--- config.mk ---
export PLATFORM = sky130hd
export DESIGN_NAME = ex_mem_pipe
export DESIGN_NICKNAME = d
export VERILOG_FILES = /design/src/rtl/ex_mem_pipe.sv
export SDC_FILE = /design/constraint.sdc
export NUM_CORES = 1
export LEC_CHECK = 0
export ABC_CLOCK_PERIOD_IN_PS = 2050
export CORE_MARGIN = 10
export CORE_UTILIZATION = 48
export CTS_CLUSTER_SIZE = 14
export DETAILED_ROUTE_END_ITERATION = 10
export PLACE_DENSITY = 0.89
export SLEW_MARGIN = 20
export SYNTH_ARGS = -nofsm -noshare
export SYNTH_HDL_FRONTEND = slang
export SYNTH_SLANG_ARGS = --single-unit
--- constraint.sdc ---
create_clock -name i_clk -period 2.05 [get_ports i_clk]
set_clock_uncertainty 0.05 [all_clocks]
set_input_delay 0.41 -clock i_clk [delete_from_list [all_inputs] [get_ports i_clk]]
set_output_delay 0.41 -clock i_clk [all_outputs]
set_load 0.005 [all_outputs]
--- src/rtl/ex_mem_pipe.sv ---
// ---------------------------------------------------------------------------
// ex_mem_pipe
//   Registered EX->MEM boundary for one issue lane, sitting directly after the
//   ALU. Ops are held in a 2-entry skid buffer (MAIN drives mem_o_*, SKID
//   absorbs the op that was already in flight when MEM stalled), so MEM
//   back-pressure never drops an op and ex_o_ready is a pure register output.
//   A jr (ex_i_change_pc) accepted from EX produces a one-cycle registered
//   redirect pulse towards fetch.
//
// Ports
//   i_clk, i_rst_n       clock (rising edge), asynchronous active-low reset
//   i_flush              kill all buffered ops and any op offered this cycle
//   ex_i_valid/ex_o_ready
//                        EX-side handshake; ex_i_* carry the op fields
//   ex_i_alu_pc          jr target, only used for the redirect
//   mem_o_valid/mem_i_ready
//                        MEM-side handshake; mem_o_* carry the MAIN entry
//   o_redirect           one-cycle pulse: fetch must jump to o_redirect_pc
// ---------------------------------------------------------------------------
module ex_mem_pipe #(
  parameter int DWIDTH   = 32,
  parameter int PC_WIDTH = 32,
  parameter int RA_WIDTH = 5
) (
  input  logic                i_clk,
  input  logic                i_rst_n,
  input  logic                i_flush,
  // EX side
  input  logic                ex_i_valid,
  output logic                ex_o_ready,
  input  logic [DWIDTH-1:0]   ex_i_alu_value,
  input  logic [PC_WIDTH-1:0] ex_i_alu_pc,
  input  logic                ex_i_change_pc,
  input  logic [PC_WIDTH-1:0] ex_i_pc,
  input  logic [RA_WIDTH-1:0] ex_i_rd_addr,
  input  logic                ex_i_reg_write,
  input  logic                ex_i_mem_read,
  input  logic                ex_i_mem_write,
  input  logic [DWIDTH-1:0]   ex_i_store_data,
  // MEM side
  output logic                mem_o_valid,
  input  logic                mem_i_ready,
  output logic [DWIDTH-1:0]   mem_o_alu_value,
  output logic [PC_WIDTH-1:0] mem_o_pc,
  output logic [RA_WIDTH-1:0] mem_o_rd_addr,
  output logic                mem_o_reg_write,
  output logic                mem_o_mem_read,
  output logic                mem_o_mem_write,
  output logic [DWIDTH-1:0]   mem_o_store_data,
  // Fetch redirect
  output logic                o_redirect,
  output logic [PC_WIDTH-1:0] o_redirect_pc
);

  typedef struct packed {
    logic [DWIDTH-1:0]   alu_value;
    logic [PC_WIDTH-1:0] pc;
    logic [RA_WIDTH-1:0] rd_addr;
    logic                reg_write;
    logic                mem_read;
    logic                mem_write;
    logic [DWIDTH-1:0]   store_data;
  } entry_t;

  typedef enum logic [1:0] {
    S_EMPTY = 2'd0,
    S_ONE   = 2'd1,
    S_FULL  = 2'd2
  } state_t;

  state_t              state_q, state_d;
  entry_t              main_q, main_d;
  entry_t              skid_q, skid_d;
  logic                ready_q, ready_d;
  logic                redirect_q, redirect_d;
  logic [PC_WIDTH-1:0] redirect_pc_q, redirect_pc_d;

  entry_t in_entry;
  logic   accept;
  logic   drain;

  assign in_entry.alu_value  = ex_i_alu_value;
  assign in_entry.pc         = ex_i_pc;
  assign in_entry.rd_addr    = ex_i_rd_addr;
  assign in_entry.reg_write  = ex_i_reg_write;
  assign in_entry.mem_read   = ex_i_mem_read;
  assign in_entry.mem_write  = ex_i_mem_write;
  assign in_entry.store_data = ex_i_store_data;

  // Both handshakes depend only on registered state on our side, so there
  // is no combinational path from mem_i_ready to ex_o_ready.
  assign accept = ex_i_valid & ready_q;
  assign drain  = (state_q != S_EMPTY) & mem_i_ready;

  always_comb begin
    state_d       = state_q;
    main_d        = main_q;
    skid_d        = skid_q;
    redirect_d    = 1'b0;
    redirect_pc_d = redirect_pc_q;

    case (state_q)
      S_EMPTY: begin
        if (accept) begin
          main_d  = in_entry;
          state_d = S_ONE;
        end
      end
      S_ONE: begin
        case ({accept, drain})
          2'b10: begin
            skid_d  = in_entry;
            state_d = S_FULL;
          end
          2'b01:   state_d = S_EMPTY;
          2'b11:   main_d  = in_entry;
          default: state_d = S_ONE;
        endcase
      end
      S_FULL: begin
        // ready_q is low here, so only a drain can happen.
        if (drain) begin
          main_d  = skid_q;
          state_d = S_ONE;
        end
      end
      default: state_d = S_EMPTY;
    endcase

    if (accept && ex_i_change_pc) begin
      redirect_d    = 1'b1;
      redirect_pc_d = ex_i_alu_pc;
    end

    // Flush wins over everything computed above: the buffer empties, an op
    // accepted this cycle is dropped and its redirect is never issued. Data
    // in the entries is left as-is since it is invalid from here on.
    if (i_flush) begin
      state_d       = S_EMPTY;
      redirect_d    = 1'b0;
      redirect_pc_d = redirect_pc_q;
    end
  end

  assign ready_d = (state_d != S_FULL);

  always_ff @(posedge i_clk or negedge i_rst_n) begin
    if (!i_rst_n) begin
      state_q       <= S_EMPTY;
      main_q        <= '0;
      skid_q        <= '0;
      ready_q       <= 1'b1;
      redirect_q    <= 1'b0;
      redirect_pc_q <= '0;
    end else begin
      state_q       <= state_d;
      main_q        <= main_d;
      skid_q        <= skid_d;
      ready_q       <= ready_d;
      redirect_q    <= redirect_d;
      redirect_pc_q <= redirect_pc_d;
    end
  end

  assign ex_o_ready       = ready_q;
  assign mem_o_valid      = (state_q != S_EMPTY);
  assign mem_o_alu_value  = main_q.alu_value;
  assign mem_o_pc         = main_q.pc;
  assign mem_o_rd_addr    = main_q.rd_addr;
  assign mem_o_reg_write  = main_q.reg_write;
  assign mem_o_mem_read   = main_q.mem_read;
  assign mem_o_mem_write  = main_q.mem_write;
  assign mem_o_store_data = main_q.store_data;
  assign o_redirect       = redirect_q;
  assign o_redirect_pc    = redirect_pc_q;

endmodule
Word level (Yosys, flattened, before mapping)
Index checks and enable logic that the tools add are counted.
Word-level totals
  bits in registers: 244
  output and inout port bits: 139
Operators by class
  equal/unequal tests: 9
  muxes and demuxes: 11
  bitwise logic cells: 3
  reductions and logical operators: 7
Operator list (number)
  104-bit 2-to-1 mux: 3
  104-bit case mux with 3 select lines: 1
  2-bit case mux with 3 select lines: 2
  2-bit equality test (second input constant): 3
  2-bit 2-to-1 mux: 3
  2-bit != test (second input constant): 3
  2-bit by 1-bit equality test with 1-bit output (second input constant): 2
  2-bit AND reduction: 2
  4-bit AND reduction: 1
  3-bit nonzero test: 1
  1-bit bitwise AND: 2
  2-bit zero test: 1
  1-bit 2-to-1 mux: 2
  2-bit by 1-bit != test with 1-bit output (second input constant): 1
  2-bit nonzero test: 1
  1-bit logical AND: 1
  1-bit inverter: 1

Longest topological paths before layout
  word-level depth: 7
  depth in mapped cells: 6

Worst setup path before layout
OpenSTA, ideal clock, no wires.
  path type: register to register
  start: reg ready_q (netlist: ex_o_ready)
  end: reg skid_q[42] (netlist bit)
  data arrival time: 1.474 ns
  required time: 1.875 ns
  setup slack: 0.401 ns
  stages on the path, launching flop included: 6
  path buffers: 2
  period minus slack after synthesis: 1.649 ns
  cell sequence: dfstp_2 -> nand3b_4 -> nor2_2 -> buf_6 -> buf_6 -> mux2_2
On the way
  longest elaborated chain between the ends: 3
Ends and longest elaborated chain
  start: declaration: RTL line 74  | logic ready_q, ready_d;
  start signal: assignment: RTL line 159  | ready_q <= ready_d;
  1-bit bitwise AND: RTL line 92  | assign accept = ex_i_valid & ready_q;
  2-bit equality test: RTL line 110  | case ({accept, drain})
  2-bit AND reduction (no source line)
  end signal: assignment: RTL line 158  | skid_q <= skid_d;
  end: declaration: RTL line 73  | entry_t skid_q, skid_d;
Every way passes these cells.
A chain may end at the register's enable or synchronous reset.

Final worst setup path
  start: reg state_q[1]
  end: out mem_o_valid
On the way
  longest elaborated chain between the ends: 1
Ends and longest elaborated chain
  start: declaration: RTL line 71  | state_t state_q, state_d;
  start signal: assignment: RTL line 156  | state_q <= state_d;
  2-bit nonzero test: RTL line 166  | assign mem_o_valid = (state_q != S_EMPTY);
  end: declaration: RTL line 41  | output logic mem_o_valid,
Every way passes these cells.

==> results_dict.tcl <==
set metrics [dict create \
    fin_hold_ws_ns 0.3540 \
    gp_congestion 0.8177 \
    avgSynthCellArea_um2 15.01 \
    drv_slew 0 \
    post-dp-hpwl_um 20310 \
    netlist_top_cells_area "dfrtp_1 61%, o32a_1 10%, mux2_2 9.6%" \
    setup_viol 0 \
    layout.nets 1106 \
    drc 0 \
    port_buffers 280 \
    track_usage 0.2169 \
    worst_r2r_endpoint "skid_q[92]" \
    place_inst 1202 \
    startpoint_type "flop" \
    grt_pass1_wl_um 46770 \
    min_period_ns 1.975 \
    cp.arrival_ns 1.52 \
    fmax_mhz 506.3 \
    drtPass1Iterations 5 \
    reg2regPathDepth 6 \
    post-route-period-util 0.9635 \
    clk_path_buf_depth 3 \
    ys_ff_latch 244 \
    syn_nets 807 \
    synthArstFlopShare 1.000 \
    diodes 0 \
    io_pins 281 \
    worst_pin_slew_ns 0.4401 \
    hold_class "input port to async pin" \
    wl_um 29940 \
    grt_pass1_vias 8057 \
    total_leakage_power_uw 0.005739 \
    die_y_um 164.2 \
    cts_tree "done" \
    design_area_um2 14310 \
    crit_family "flip-flops" \
    dieArea_um2 26960 \
    yosysSeqAreaShare 0.6120 \
    synth_top_area_frac 0.6093 \
    path_class "flop to output pin" \
    synth_most_common_cell "dfrtp_1" \
    htree_num_levels 1 \
    drt_iter0_drc 366 \
    netlist_top_cells_count "243 x dfrtp_1, 104 x o21a_1, 104 x o32a_1" \
    hold_violations 0 \
    netlist.top_cell.by_area "dfrtp_1" \
    rsz0062_at_grt "no" \
    antenna_found_initial 1 \
    dpl_cell_area_um2 13420 \
    layout-drive-gt1-share 0.1904 \
    core_area_um2 20360 \
    area_growth_pct 43.39 \
    yosys_warnings 0 \
    synthFlopType "dfrtp_1" \
    root_buffer "clkbuf_16" \
    die_w_um 164.2 \
    grt_max_degree 61 \
    clk-insertion-delay-late_ns 0.52 \
    startpoint "state_q[1]" \
    clk_pin_slew_ns 0.06 \
    num_rows 52 \
    worstPathRequired_ns 1.59 \
    max_slew_margin 0.7066 \
    synth_area_um2 9980 \
    cp_max_fo 2 \
    postLayoutCoreUtil 0.7027 \
    gr-total-overflow 0 \
    path_cells "or2_2 -> dlygate4sd2_1" \
    crit_path_max_incr_delay_ns 0.41 \
    cap_viol_max_count 0 \
    detail_route.wl_per_cell_um 23.92 \
    outcome "finished, final reports clean" \
    yosysUniqueCellTypes 26 \
    r2r_slack_ns 0.23 \
    crit_path_top_delay_cell "dfrtp_2" \
    syn_inst 665 \
    cp.depth 2 \
    start_util 0.4900 \
    vias_per_cell 5.809 \
    final_antenna_net_count 0 \
    cts_sinks 244 \
    total_power_uw 14230 \
    crit_buf_inv 1 \
    power_density_nw_per_um2 994.1 \
    r2r-start "ex_o_ready" \
    worst_setup_path_end_kind "output pin" \
    synth_edf_count 0 \
    cts_made_buffers 26 \
    vdd_drop_max_uv 779.9 \
    final_cells 1252 \
    route.vias.total 7273 \
]
==> worst max-delay path by stage <==
stage	end	slack, ns
2_1_floorplan	skid_q[42]	0.40
3_3_place_gp	mem_o_store_data[8]	-0.03
3_5_place_dp	mem_o_rd_addr[4]	-0.07
4_1_cts	o_redirect_pc[10]	0.07
5_1_grt	mem_o_valid	0.04
6_report	mem_o_valid	0.07
==> flip-flops by register name, summed over array words and instances, names as in the netlist, 2 cells and up <==
signal	flops
mem_o_rd_addr	5
mem_o_pc	32
mem_o_alu_value	32
state_q	2
skid_q	104
mem_o_store_data	32
o_redirect_pc	32
==> cells by family after synthesis <==
| family | count (synthesis) | share of synthesized area |
|---|---|---|
| buffers and inverters | 61 | 0.03849 |
| AND/OR/NAND/NOR | 11 | 0.008527 |
| flip-flops | 244 | 0.6120 |
| multiplexers | 136 | 0.1535 |
| AO/OA/AOI/OAI | 213 | 0.1876 |
==> metal layers <==
metal  routed length (µm)  track usage  vias to the layer above
met2                14330       0.3569                      330
li1                     -            -                     3174
met3                 3520      0.09637                       37
met1                11610       0.2603                     3732
met5                    0            0                        -
met4                  485      0.04021                        0
==> area by class of cell <==
| class | count | area [µm²] |
|---|---|---|
| Multi-Input combinational cell | 360 | 3510 |
| Fill cell | 1322 | 6055 |
| Sequential cell | 244 | 6110 |
| Clock inverter | 9 | 78.83 |
| Timing Repair Buffer | 330 | 3483 |
| Clock buffer | 37 | 783.3 |
| Inverter | 2 | 7.507 |
| Tap cell | 270 | 337.8 |
==> where the power goes <==
part	internal [µW]	switching, µW
Sequential	5880	626
Combinational	1990	1070
Clock	2780	1890
Total	10600	3580
==> placed cells by master, fill, tap and decap left out, types with 2 or more instances in the layout <==
master           synthesis  routed
nand2_1                  2       2
mux2_1                  51      51
buf_4                    1      25
inv_1                    2       2
o21a_1                 104     104
clkinvlp_4               0       2
dfrtp_2                  0       2
nand2b_1                 2       2
buf_12                   0      24
clkbuf_16                0      27
clkbuf_1                 7       3
o32a_1                 104     104
clkbuf_8                 0       7
clkdlybuf4s50_1          0     277
dlygate4sd2_1            0       2
mux2_2                  85      85
nand3b_4                 1       2
dfrtp_1                243     241
clkinv_2                 0       5
==> metrics by stage <==
stage / TNS [ns] / worst slack, ns
after CTS: 0 / 0.06848
after floorplan: 0 / 0.4009
after global placement: -1.424 / -0.02545
after detailed placement: -5.769 / -0.06607
after global routing: 0 / 0.03770
final: 0 / 0.07488
==> repair_timing <==
item	in CTS	in global routing
resized for setup	4	0
endpoints found under the setup margin	2	0
buffers inserted	3	0
hold buffers	1	0
endpoints found under the hold margin	43	0
(Power assumes the default switching activity.)
==> patch 1 (same flow settings) <==
Re-encode `state_t` (3 states) as one-hot, 3 bits wide.
--- a/src/rtl/ex_mem_pipe.sv
+++ b/src/rtl/ex_mem_pipe.sv
@@ -62,10 +62,10 @@
     logic [DWIDTH-1:0]   store_data;
   } entry_t;
 
-  typedef enum logic [1:0] {
-    S_EMPTY = 2'd0,
-    S_ONE   = 2'd1,
-    S_FULL  = 2'd2
+  typedef enum logic [2:0] {
+    S_EMPTY = 3'b001,
+    S_ONE   = 3'b010,
+    S_FULL  = 3'b100
   } state_t;
 
   state_t              state_q, state_d;
Check against the original RTL: no difference found for any inputs over 4 cycles, from zero or initial values and one cycle with i_rst_n low; so few cycles prove little.
==> patch 1 against the original RTL <==
  * Total power down 1.2%
  * Highest routed layer unchanged
  * Die area up 3.6%
  * Area after synthesis up 4.1%
  * Sequential power down 5.4%
  * Setup slack worse by 0.041 ns
  * Wire length down 6.1%
  * Sequential cell count up 1
  * Sequential share of layout area down 1.4 points
  * Final area up 3.7%
  * Combinational power down 11%
  * Register-to-register slack worse by 0.20 ns
==> patch 1: results (changes against the original RTL) <==
| Metric | Value |
|---|---|
| Overall power | `14.1 mW (-1.2%)` |
| Shortest period the worst path allows | `2.02 ns (+0.0411 ns)` |
| Core area | `21,200 µm² (+3.9%)` |
| GR Util met1 | `0.233 (-0.0269)` |
| Detail Placement HPWL | `19,100 µm (-6.1%)` |
| Post-synth cell types | `27 (+3.8%)` |
| Via density | `5.18 (-11%)` |
| Critical-path top delay cell | `dfstp_2` |
| Top cells by count, synth | `mux2_2 (252), dfrtp_1 (243), nand2_1 (99)` |
| Initial antenna violation count | `0 (-1)` |
| Flop pwr share | `0.438 (-0.019)` |
| Design Area, Final | `14,800 µm² (+3.7%)` |
| Worst R2R End | `mem_o_alu_value[14]$_DFFE_PN0P_` |
| Gpl congestion | `0.822 (+0.54%)` |
| CP peak stage delay | `0.55 ns (+0.14 ns)` |
| Status | `finished, final reports clean` |
| Clk_lat worst skew | `0.52 ns (about the same)` |
| Hold Path Class | `in2reg` |
| Post-DR wirelength/cell | `21.3 µm (-11%)` |
| Critical Path Sink Type | `flop` |
| Cells on worst reg2reg path | `7 (+1)` |
| Avg Inst Size Synth | `14.5 µm² (-3.7%)` |
| Pre-Repair DR Iteration Count | `4 (-1)` |
| Dpl ws | `-0.190 ns (-0.124 ns)` |
| Share of layout cells above drive strength 1 | `0.332 (+0.142)` |
| Crit. Startpoint | `state_q[0]$_DFF_PN1_` |
| Setup slack, reg-to-reg | `0.03 ns (-0.20 ns)` |
| Maximum vdd drop | `0.685 mV (-12%)` |
| Gate power share | `0.194 (-0.021)` |
| Layout fillers | `1,373 (+3.9%)` |
| Met3 usage | `0.0611 (-0.0353)` |
| Number of global-route vias before repair | `7,519 (-6.7%)` |
| First-pass GRT wire length | `42,800 µm (-8.5%)` |
| Gr usage total | `0.186 (-0.0306)` |
| Met2 usage | `0.308 (-0.0491)` |
| Net count after synthesis | `861 (+6.7%)` |
| Final wirelength | `28,100 µm (-6.1%)` |
| Top area cells in the synthesized netlist | `dfrtp_1 (59%), mux2_2 (27%), mux2_1 (6.5%), nand2_1 (3.6%), buf_2 (0.92%)` |
| Largest net degree at the start of global routing | `67 (+9.8%)` |
patch 1: layout make-up:
class | instances | share of cell area
Tap cell | 275 | 0.0232
Inverter | 1 | 0.000253
Timing Repair Buffer | 321 | 0.224
Sequential cell | 245 | 0.413
Multi-Input combinational cell | 432 | 0.274
Clock inverter | 13 | 0.0135
Clock buffer | 35 | 0.0516
patch 1: layer usage:
layer,up-vias,routed length (µm)
li1,3121,-
met2,253,13600
met4,0,469
met1,3445,11700
met5,-,0
met3,32,2400
patch 1: repair_timing:
action | CTS | global route
setup buffers | 1 | 1
hold endpoints to repair | 57 | 0
pin swaps | 0 | 0
hold buffers | 1 | 0
cloned | 0 | 4
endpoints found under the setup margin | 2 | 104
resized for setup | 9 | 4
patch 1: cells by family (layout without fill, tap and decap cells):
group,Yosys count,count (layout),synth area share
compound gates,7,7,0.00458
xor+xnor,1,1,0.000843
simple gates,111,111,0.0431
mux,313,313,0.339
buf+inv,42,370,0.0222
flops,245,245,0.590
==> patch 2 (config.mk and constraints unchanged) <==
Without the edit above. `PC_WIDTH`: 32 -> 64.
--- a/src/rtl/ex_mem_pipe.sv
+++ b/src/rtl/ex_mem_pipe.sv
@@ -19,7 +19,7 @@
 // ---------------------------------------------------------------------------
 module ex_mem_pipe #(
   parameter int DWIDTH   = 32,
-  parameter int PC_WIDTH = 32,
+  parameter int PC_WIDTH = 64,
   parameter int RA_WIDTH = 5
 ) (
   input  logic                i_clk,
Interface: changed (resized ex_i_alu_pc, ex_i_pc, mem_o_pc and o_redirect_pc); port bits go from 281 to 409. The function was not compared with the original's and may differ.
==> patch 2 against the original RTL <==
  * Combinational power increased by 44%
  * Worst hold slack better by 0.041 ns
  * Final area rose by 39%
  * Die area grew 32%
  * Area after synthesis is 37% higher
  * Wire length grew 43%
  * Total power rose by 40%
  * Via count grew 38%
  * Sequential cell count is 96 higher
  * First-iteration DRC count increased by 110%
  * Global-route usage up 1.8 points
  * Register-to-register slack lost 0.04 ns
  * Setup slack got worse by 0.017 ns
  * Critical path type unchanged
==> patch 2: results (changes against the original RTL) <==
| Metric | Value |
|---|---|
| Status | `finished, final reports clean` |
| Register area share after synthesis | `0.621 (+0.00891)` |
| Initial DRC count | `759 (+110%)` |
| Leakage | `7.96 nW (+39%)` |
| Hold Vio Cnt, Final | `0 (unchanged)` |
| Share of layout cells above drive strength 1 | `0.227 (+0.0370)` |
| Initial antenna violation count | `2 (+1)` |
| Dpl ws | `-0.132 ns (-0.0662 ns)` |
| Met2 wire length | `22,000 µm (+53%)` |
| Critical Path Fanout Max | `5 (+3)` |
| Root Driver | `clkbuf_16` |
| Port bufs | `408 (+46%)` |
| CTS buffer count | `36 (+38%)` |
| Critical-path top delay cell | `dfrtp_2` |
| H-tree depth | `2 (+1)` |
| Area post-placement | `18,700 µm² (+39%)` |
| Max_slew headroom | `0.657 (-0.0497)` |
| Gr usage total | `0.235 (+0.0183)` |
| Met3 usage | `0.0684 (-0.0280)` |
| Avg Inst Size Synth | `15.1 µm² (+0.36%)` |
| Top area cells in the synthesized netlist | `dfrtp_1 (62%), mux2_2 (15%), o32a_1 (9.9%), o21a_1 (7.4%), buf_2 (1.5%)` |
| Net count after synthesis | `1,116 (+38%)` |
| Async set-reset flop share out of synthesis | `1.00 (unchanged)` |
| Post-DR wirelength/cell | `24.6 µm (+3.0%)` |
| Nets | `1,545 (+40%)` |
| Setup Buffers After CTS | `0 (-3)` |
| Met2 usage | `0.410 (+0.0531)` |
| Final Non-Filler Cells | `1,743 (+39%)` |
| Top cells by count, synth | `dfrtp_1 (339), mux2_2 (185), o21a_1 (136), o32a_1 (136), buf_2 (41)` |
| Hold WS | `0.395 ns (+0.0414 ns)` |
| Gpl congestion | `0.807 (-1.3%)` |
| Wire length on met3 | `3690 µm (+4.7%)` |
| CP peak stage delay | `0.44 ns (+0.03 ns)` |
| Metal-1 WL | `15,900 µm (+37%)` |
| Flip-flop count of the largest register after layout | `136 (+31%)` |
| Largest net degree at the start of global routing | `68 (+11%)` |
| GR Util met1 | `0.269 (+0.00907)` |
| Clk_lat worst skew | `0.50 ns (-0.02 ns)` |
| Detail Placement HPWL | `30,300 µm (+49%)` |
| First-pass GRT wire length | `67,200 µm (+44%)` |
| Number of global-route vias before repair | `11,324 (+41%)` |
| Clk pin slew, worst setup/hold paths | `0.06 ns (about the same)` |
| Via density | `5.77 (-0.61%)` |
| Maximum vdd drop | `0.760 mV (-2.5%)` |
[patch 2: path summary, 6_finish.rpt]
path                            depth (start not counted)                            from  slack [ns]                        endpoint
worst max-delay path                                    2            state_q[1]$_DFF_PN0_        0.06                     mem_o_valid
worst min register to register                          1  mem_o_alu_value[9]$_DFFE_PN0P_        0.44  mem_o_alu_value[9]$_DFFE_PN0P_
worst max register to register                          6            state_q[1]$_DFF_PN0_        0.19         skid_q[132]$_DFFE_PN0P_
max in group asynchronous                               3                         i_rst_n        0.68   o_redirect_pc[21]$_DFFE_PN0P_
min in group i_clk                                      1  mem_o_alu_value[9]$_DFFE_PN0P_        0.44  mem_o_alu_value[9]$_DFFE_PN0P_
worst min-delay path                                    2                         i_rst_n        0.40        mem_o_pc[15]$_DFFE_PN0P_
[patch 2: kinds of logic (layout without fill, tap and decap cells)]
kind of cell / count (synthesis) / after routing / synth area share
mux: 200 / 200 / 0.164
buf+inv: 82 / 535 / 0.0314
compound gates: 277 / 277 / 0.177
other cells: 0 / 2 / 0
simple gates: 11 / 11 / 0.00648
flops: 340 / 340 / 0.621
[patch 2: power breakdown]
| part | internal (mW) | switching (mW) | leakage (nW) |
|---|---|---|---|
| sequential | 8.19 | 0.919 | 3.95 |
| combinational | 2.88 | 1.51 | 3.42 |
| clock | 3.92 | 2.56 | 0.586 |
| total | 15.0 | 4.99 | 7.96 |
[patch 2: area by class of cell]
cell class / instances / area (µm²)
Sequential cell: 340 / 8510
Fill cell: 1760 / 8130
Timing Repair Buffer: 471 / 4920
Multi-Input combinational cell: 488 / 4780
Clock buffer: 55 / 1090
Tap cell: 378 / 473
Clock inverter: 7 / 88.8
Inverter: 2 / 7.51
Antenna cell: 2 / 5.00
